## config.mk

```make
export PLATFORM = sky130hd
export DESIGN_NAME = ram_arbiter
export DESIGN_NICKNAME = d
export VERILOG_FILES = /design/src/rtl/ram_arb_pkg.sv /design/src/rtl/ram_arb_pick.sv /design/src/rtl/ram_arbiter.sv
export SDC_FILE = /design/constraint.sdc
export NUM_CORES = 1
export LEC_CHECK = 0
export ABC_CLOCK_PERIOD_IN_PS = 1600
export BUFFER_PORTS_ARGS = -buffer_cell sky130_fd_sc_hd__buf_2
export CAP_MARGIN = 30
export CORE_ASPECT_RATIO = 1.1
export CORE_UTILIZATION = 43
export DETAILED_ROUTE_END_ITERATION = 12
export PLACE_DENSITY_LB_ADDON = 0.25
export SYNTH_ARGS = -nofsm -noshare
export SYNTH_HDL_FRONTEND = slang
export SYNTH_HIERARCHICAL = 1
export SYNTH_SLANG_ARGS = --single-unit
```

## constraint.sdc

```tcl
create_clock -name i_clock -period 1.6 [get_ports i_clock]
set_input_delay 0.48 -clock i_clock [delete_from_list [all_inputs] [get_ports i_clock]]
set_output_delay 0.48 -clock i_clock [all_outputs]
set_load 0.005 [all_outputs]
```

## src/rtl/ram_arb_pkg.sv

```systemverilog
// Shared widths, FSM state encoding and owner id for the two-client RAM arbiter.
package ram_arb_pkg;

    localparam int unsigned DefAddrW = 5;
    localparam int unsigned DefDataW = 8;

    typedef enum logic [1:0] {
        StIdle  = 2'd0,
        StIssue = 2'd1,
        StWait  = 2'd2
    } state_t;

    typedef logic owner_t;

    localparam owner_t OwnerR0 = 1'b0;
    localparam owner_t OwnerR1 = 1'b1;

endpackage

```

## src/rtl/ram_arb_pick.sv

```systemverilog
// Combinational 2-way pick between client requests.
// RAM_ARB_RR_EN selects round robin on ties; otherwise client 0 has fixed priority.
module ram_arb_pick
    import ram_arb_pkg::*;
(
    input  logic   i_req0,
    input  logic   i_req1,
    input  owner_t i_last_owner,
    output owner_t o_winner,
    output logic   o_any
);

`ifdef RAM_ARB_RR_EN
    always_comb begin
        o_any    = i_req0 | i_req1;
        o_winner = OwnerR0;
        if (i_req0 && i_req1) begin
            // Tie goes to whoever was not granted last.
            o_winner = (i_last_owner == OwnerR0) ? OwnerR1 : OwnerR0;
        end else if (i_req1) begin
            o_winner = OwnerR1;
        end
    end
`else
    logic w_unused_last_owner;
    assign w_unused_last_owner = i_last_owner;

    always_comb begin
        o_any    = i_req0 | i_req1;
        o_winner = OwnerR0;
        if (!i_req0 && i_req1) begin
            o_winner = OwnerR1;
        end
    end
`endif

endmodule

```

## src/rtl/ram_arbiter.sv

```systemverilog
// Two-client arbiter/sequencer owning all ports of a single-port registered RAM.
// Tie policy comes from ram_arb_pick (RAM_ARB_RR_EN = round robin, else r0 priority).
module ram_arbiter
    import ram_arb_pkg::*;
#(
    parameter int unsigned ADDR_W = DefAddrW,
    parameter int unsigned DATA_W = DefDataW
) (
    input  logic              i_clock,
    input  logic              i_reset,
    input  logic              i_r0_req,
    input  logic              i_r0_we,
    input  logic [ADDR_W-1:0] i_r0_addr,
    input  logic [DATA_W-1:0] i_r0_wdata,
    output logic              o_r0_gnt,
    output logic              o_r0_rvalid,
    input  logic              i_r1_req,
    input  logic              i_r1_we,
    input  logic [ADDR_W-1:0] i_r1_addr,
    input  logic [DATA_W-1:0] i_r1_wdata,
    output logic              o_r1_gnt,
    output logic              o_r1_rvalid,
    output logic [DATA_W-1:0] o_rdata,
    output logic [ADDR_W-1:0] o_ram_addr,
    output logic [DATA_W-1:0] o_ram_data,
    output logic              o_ram_wren,
    input  logic [DATA_W-1:0] i_ram_q,
    output logic              o_busy
);

    state_t            r_state;
    state_t            w_state_next;
    logic              w_cmd_load;
    logic              w_any;
    owner_t            w_winner;

    logic              r_cmd_we;
    logic [ADDR_W-1:0] r_cmd_addr;
    logic [DATA_W-1:0] r_cmd_wdata;
    owner_t            r_cmd_owner;
    owner_t            r_last_owner;

    logic              w_sel_we;
    logic [ADDR_W-1:0] w_sel_addr;
    logic [DATA_W-1:0] w_sel_wdata;

    logic [DATA_W-1:0] r_rdata;
    logic              r_rvalid0;
    logic              r_rvalid1;
    logic              w_issue;

    ram_arb_pick u_pick (
        .i_req0       (i_r0_req),
        .i_req1       (i_r1_req),
        .i_last_owner (r_last_owner),
        .o_winner     (w_winner),
        .o_any        (w_any)
    );

    assign w_sel_we    = (w_winner == OwnerR1) ? i_r1_we    : i_r0_we;
    assign w_sel_addr  = (w_winner == OwnerR1) ? i_r1_addr  : i_r0_addr;
    assign w_sel_wdata = (w_winner == OwnerR1) ? i_r1_wdata : i_r0_wdata;

    always_ff @(posedge i_clock) begin
        if (i_reset) begin
            r_state <= StIdle;
        end else begin
            r_state <= w_state_next;
        end
    end

    always_comb begin
        w_state_next = r_state;
        w_cmd_load   = 1'b0;
        case (r_state)
            StIdle: begin
                if (w_any) begin
                    w_state_next = StIssue;
                    w_cmd_load   = 1'b1;
                end
            end
            StIssue: w_state_next = r_cmd_we ? StIdle : StWait;
            StWait:  w_state_next = StIdle;
            default: w_state_next = StIdle;
        endcase
    end

    // last_owner resets to r1 so that r0 wins the first round-robin tie.
    always_ff @(posedge i_clock) begin
        if (i_reset) begin
            r_cmd_we     <= 1'b0;
            r_cmd_addr   <= '0;
            r_cmd_wdata  <= '0;
            r_cmd_owner  <= OwnerR0;
            r_last_owner <= OwnerR1;
        end else if (w_cmd_load) begin
            r_cmd_we     <= w_sel_we;
            r_cmd_addr   <= w_sel_addr;
            r_cmd_wdata  <= w_sel_wdata;
            r_cmd_owner  <= w_winner;
            r_last_owner <= w_winner;
        end
    end

    always_ff @(posedge i_clock) begin
        if (i_reset) begin
            r_rdata   <= '0;
            r_rvalid0 <= 1'b0;
            r_rvalid1 <= 1'b0;
        end else begin
            r_rvalid0 <= (r_state == StWait) && (r_cmd_owner == OwnerR0);
            r_rvalid1 <= (r_state == StWait) && (r_cmd_owner == OwnerR1);
            if (r_state == StWait) begin
                r_rdata <= i_ram_q;
            end
        end
    end

    // Reset during ISSUE must not reach the RAM or the clients.
    assign w_issue     = (r_state == StIssue) && !i_reset;

    assign o_r0_gnt    = w_issue && (r_cmd_owner == OwnerR0);
    assign o_r1_gnt    = w_issue && (r_cmd_owner == OwnerR1);
    assign o_r0_rvalid = r_rvalid0;
    assign o_r1_rvalid = r_rvalid1;
    assign o_rdata     = r_rdata;
    assign o_ram_addr  = r_cmd_addr;
    assign o_ram_data  = r_cmd_wdata;
    assign o_ram_wren  = w_issue && r_cmd_we;
    assign o_busy      = (r_state != StIdle);

endmodule

```

==> tab_implementation.tex <==
\begin{tabular}{lr}
\hline
Metric & Value \\
\hline
\multicolumn{2}{l}{\textbf{Die}} \\
Core outline area & approximately 2600 sq um \\
Io pins & between 60 and 70 \\
Initial cell density of the core & 46.7\% \\
Die boundary height & $\sim$57 um \\
Die Outline Area & about 3000 sq um \\
Die W & 52.3 um \\
Site row count & 19 \\
\multicolumn{2}{l}{\textbf{STA}} \\
Worst setup slack after layout & -0.118 ns \\
Number of setup violations in the final report & 4 \\
Final worst path period need & between 1.5 and 2 ns \\
Final number of max-transition violations & 0 \\
Worst slew margin relative to its limit & approximately 68\% \\
Final period utilization & 107\% \\
Worst clock skew & between 0.01 and 0.015 ns \\
RSZ-0062 raised after global routing & true \\
Total negative slack for setup checks & -0.290 ns \\
Number of endpoints with negative hold slack in the final report & 0 \\
Transition time at the pin with the least slew margin & between 0.4 and 0.5 ns \\
Highest achievable clock rate & 0.582 GHz \\
\multicolumn{2}{l}{\textbf{Finish}} \\
Area occupied by multi-input gates & just over 600 sq um \\
Number of nets in the finished design & $\sim$230 \\
Relative area change from synthesis to final layout & 37.8\% \\
Utilization after layout & $\sim$64\% \\
Finished layout cell area & 1650 sq um \\
Proportion of layout cells with a drive suffix above 1 & 52.6\% \\
Antenna diode count & 0 \\
Sequential Area & $\sim$540 sq um \\
\# fillers & 218 \\
\multicolumn{2}{l}{\textbf{Setup path}} \\
Required arrival time at the worst endpoint & approximately 1.1 ns \\
Category of the critical setup timing path & reg -> out \\
Crit-path max FO & 2 \\
Worst Reg2Reg Path Length in Cells & 6 \\
Peak per-stage delay on the critical path & $\sim$0.38 ns \\
R2r startpoint & r\_state[1]\$\_SDFFE\_PP0P\_ \\
Crit-path cells & or3b\_4, nor2\_2, buf\_2 \\
R2r endpoint & o\_ram\_data[7]\$\_SDFFE\_PP0P\_ \\
Crit end category & primary output \\
Cell at the slowest stage of the critical path & sky130\_fd\_sc\_hd\_\_or3b\_4 \\
Critical Path AT & 1.24 ns \\
Register-to-register path setup slack & 0.21 ns \\
Startpoint kind of the worst setup timing path & register \\
\multicolumn{2}{l}{\textbf{Route}} \\
Vias/cell & approximately 4.9 \\
TritonRoute pass-1 iters & 4 \\
Drt first-iter violations & 3 \\
\# DRC & 0 \\
Routed WL & between 2000 and 3000 um \\
Antenna Nets Post-Route & 0 \\
Final routed wire length divided by cell count & $\sim$12 um \\
Via count & between 1k and 1.5k \\
\multicolumn{2}{l}{\textbf{Run status}} \\
Status & finished, violations left \\
Violated checks & setup timing \\
\multicolumn{2}{l}{\textbf{CTS}} \\
Clock input transition at the sequential cells of the worst setup and hold paths & roughly 0.14 ns \\
Worst-skew pair later-pin latency & 0.32 ns \\
Buffers from clock root to sink, at most & 2 \\
Clock buffer count from CTS & 3 \\
Clock tree from TritonCTS & built \\
Clock sink total & 27 \\
Hold buffers post-CTS & 0 \\
Root Driver & sky130\_fd\_sc\_hd\_\_clkbuf\_4 \\
Max H-tree Level & 1 \\
\multicolumn{2}{l}{\textbf{Placed design}} \\
Count of buffers from port buffering & 66 \\
Placed wire-length estimate & $\sim$1900 um \\
Area post-placement & between 1500 and 2000 sq um \\
RD Place Congestion & 0.790 \\
Minimum setup slack after placement & -0.126 ns \\
\multicolumn{2}{l}{\textbf{Power}} \\
P\_leak & a little under 0.8 nW \\
Total power after layout & about 1.4 mW \\
Peak supply drop & around 550 uV \\
P per Cell Area & $\sim$840 nW/um\^{}2 \\
\multicolumn{2}{l}{\textbf{GRT}} \\
Initial antenna violation count & 0 \\
Via count of the first global-routing pass & 1,021 \\
Global-route wire length before repair & slightly above 4000 um \\
GRT Resource Usage Total & roughly 18\% \\
Maximum number of pins on one net before global-route repair & 30 \\
GRT overflow & 0 \\
\multicolumn{2}{l}{\textbf{Logic synthesis}} \\
Syn Inst Count & between 100 and 150 \\
Ys Warns & 6 \\
Mean instance size in the synthesized netlist & between 9 and 10 sq um \\
Synthesized cell area & 1200 sq um \\
Post-synth net total & 162 \\
\multicolumn{2}{l}{\textbf{Flow run}} \\
Max capacitance violation total & 0 \\
\multicolumn{2}{l}{\textbf{Worst hold path}} \\
Worst hold-check path type & in -> reg \\
End point of the most critical hold path & o\_rdata[3]\$\_SDFFE\_PP0N\_ \\
Startpoint of the worst hold path & i\_ram\_q[3] \\
Worst hold path cell count & 3 \\
\hline
\end{tabular}
-- stage by stage --
stage	instances	hold slack [ns]
after floorplan	122	0.404
after global placement	215	0.436
after detailed placement	215	0.446
after CTS	219	0.370
after global routing	221	0.364
final	221	0.383
-- sequential cells by signal, summed over array words and instances, names as in the netlist --
name / cells
o_ram_addr: 5
r_state: 2
o_ram_data: 8
o_r1_rvalid: 1
r_cmd_owner: 1
o_r0_rvalid: 1
r_cmd_we: 1
o_rdata: 8
-- layout by cell type, fill, tap and decap left out, types with 2 or more instances in the layout --
| cell type | instances |
|---|---|
| sky130_fd_sc_hd__buf_2 | 65 |
| sky130_fd_sc_hd__dfxtp_1 | 25 |
| sky130_fd_sc_hd__nand2_1 | 18 |
| sky130_fd_sc_hd__nor2_1 | 16 |
| sky130_fd_sc_hd__mux2i_1 | 14 |
| sky130_fd_sc_hd__a211oi_2 | 14 |
| sky130_fd_sc_hd__a21oi_1 | 9 |
| sky130_fd_sc_hd__buf_4 | 4 |
| sky130_fd_sc_hd__clkbuf_4 | 3 |
| sky130_fd_sc_hd__buf_6 | 3 |
| sky130_fd_sc_hd__nor3b_4 | 2 |
| sky130_fd_sc_hd__and2_1 | 2 |
| sky130_fd_sc_hd__buf_12 | 2 |
| sky130_fd_sc_hd__dfxtp_2 | 2 |
-- power breakdown --
group / total (mW) / leakage, nW / internal (mW) / switching [mW]
Sequential: 0.756 / 0.223 / 0.728 / 0.0284
Clock: 0.278 / 0.0177 / 0.0934 / 0.185
Combinational: 0.355 / 0.529 / 0.187 / 0.168
Total: 1.39 / 0.769 / 1.01 / 0.381
-- cell type report --
cell class	instances	share of cell area (%)
Clock buffer	3	1.36
Tap cell	31	2.35
Timing Repair Buffer	74	26.0
Clock inverter	1	0.303
Sequential cell	27	32.9
Multi-Input combinational cell	85	37.1
-- how the worst max path moves through the flow --
stage | startpoint | end | slack (ns) | depth (start not counted)
floorplan | i_reset | o_r0_gnt | 0.08 | 2
CTS | r_state[0]$_SDFFE_PP0P_ | o_r0_gnt | -0.14 | 3
global route | r_state[0]$_SDFFE_PP0P_ | o_r0_gnt | -0.21 | 3
global placement | i_reset | o_r0_gnt | -0.1 | 4
finish | r_state[0]$_SDFFE_PP0P_ | o_r0_gnt | -0.12 | 3
detailed placement | i_reset | o_r0_gnt | -0.13 | 4
-- layer usage --
layer  vias up  wire, um  track usage [%]
met3         6       167             4.27
li1        551         -                -
met1       481      1030             19.2
met4         0        46             6.39
met5         -         0                0
met2        40      1320             32.2
-- critical path: cells and delay by family, from the launching register on --
| family | cells | cell delay, ns |
|---|---|---|
| flops | 1 | 0.35 |
| simple gates | 2 | 0.47 |
| buf+inv | 1 | 0.12 |
-- timing repair --
item                       4_1_cts  5_1_grt
gates resized for setup          4        6
pin swaps                        4        4
setup buffers                    0        2
setup endpoints to repair        4        4
Note: power is estimated with default switching activity, not from simulation.
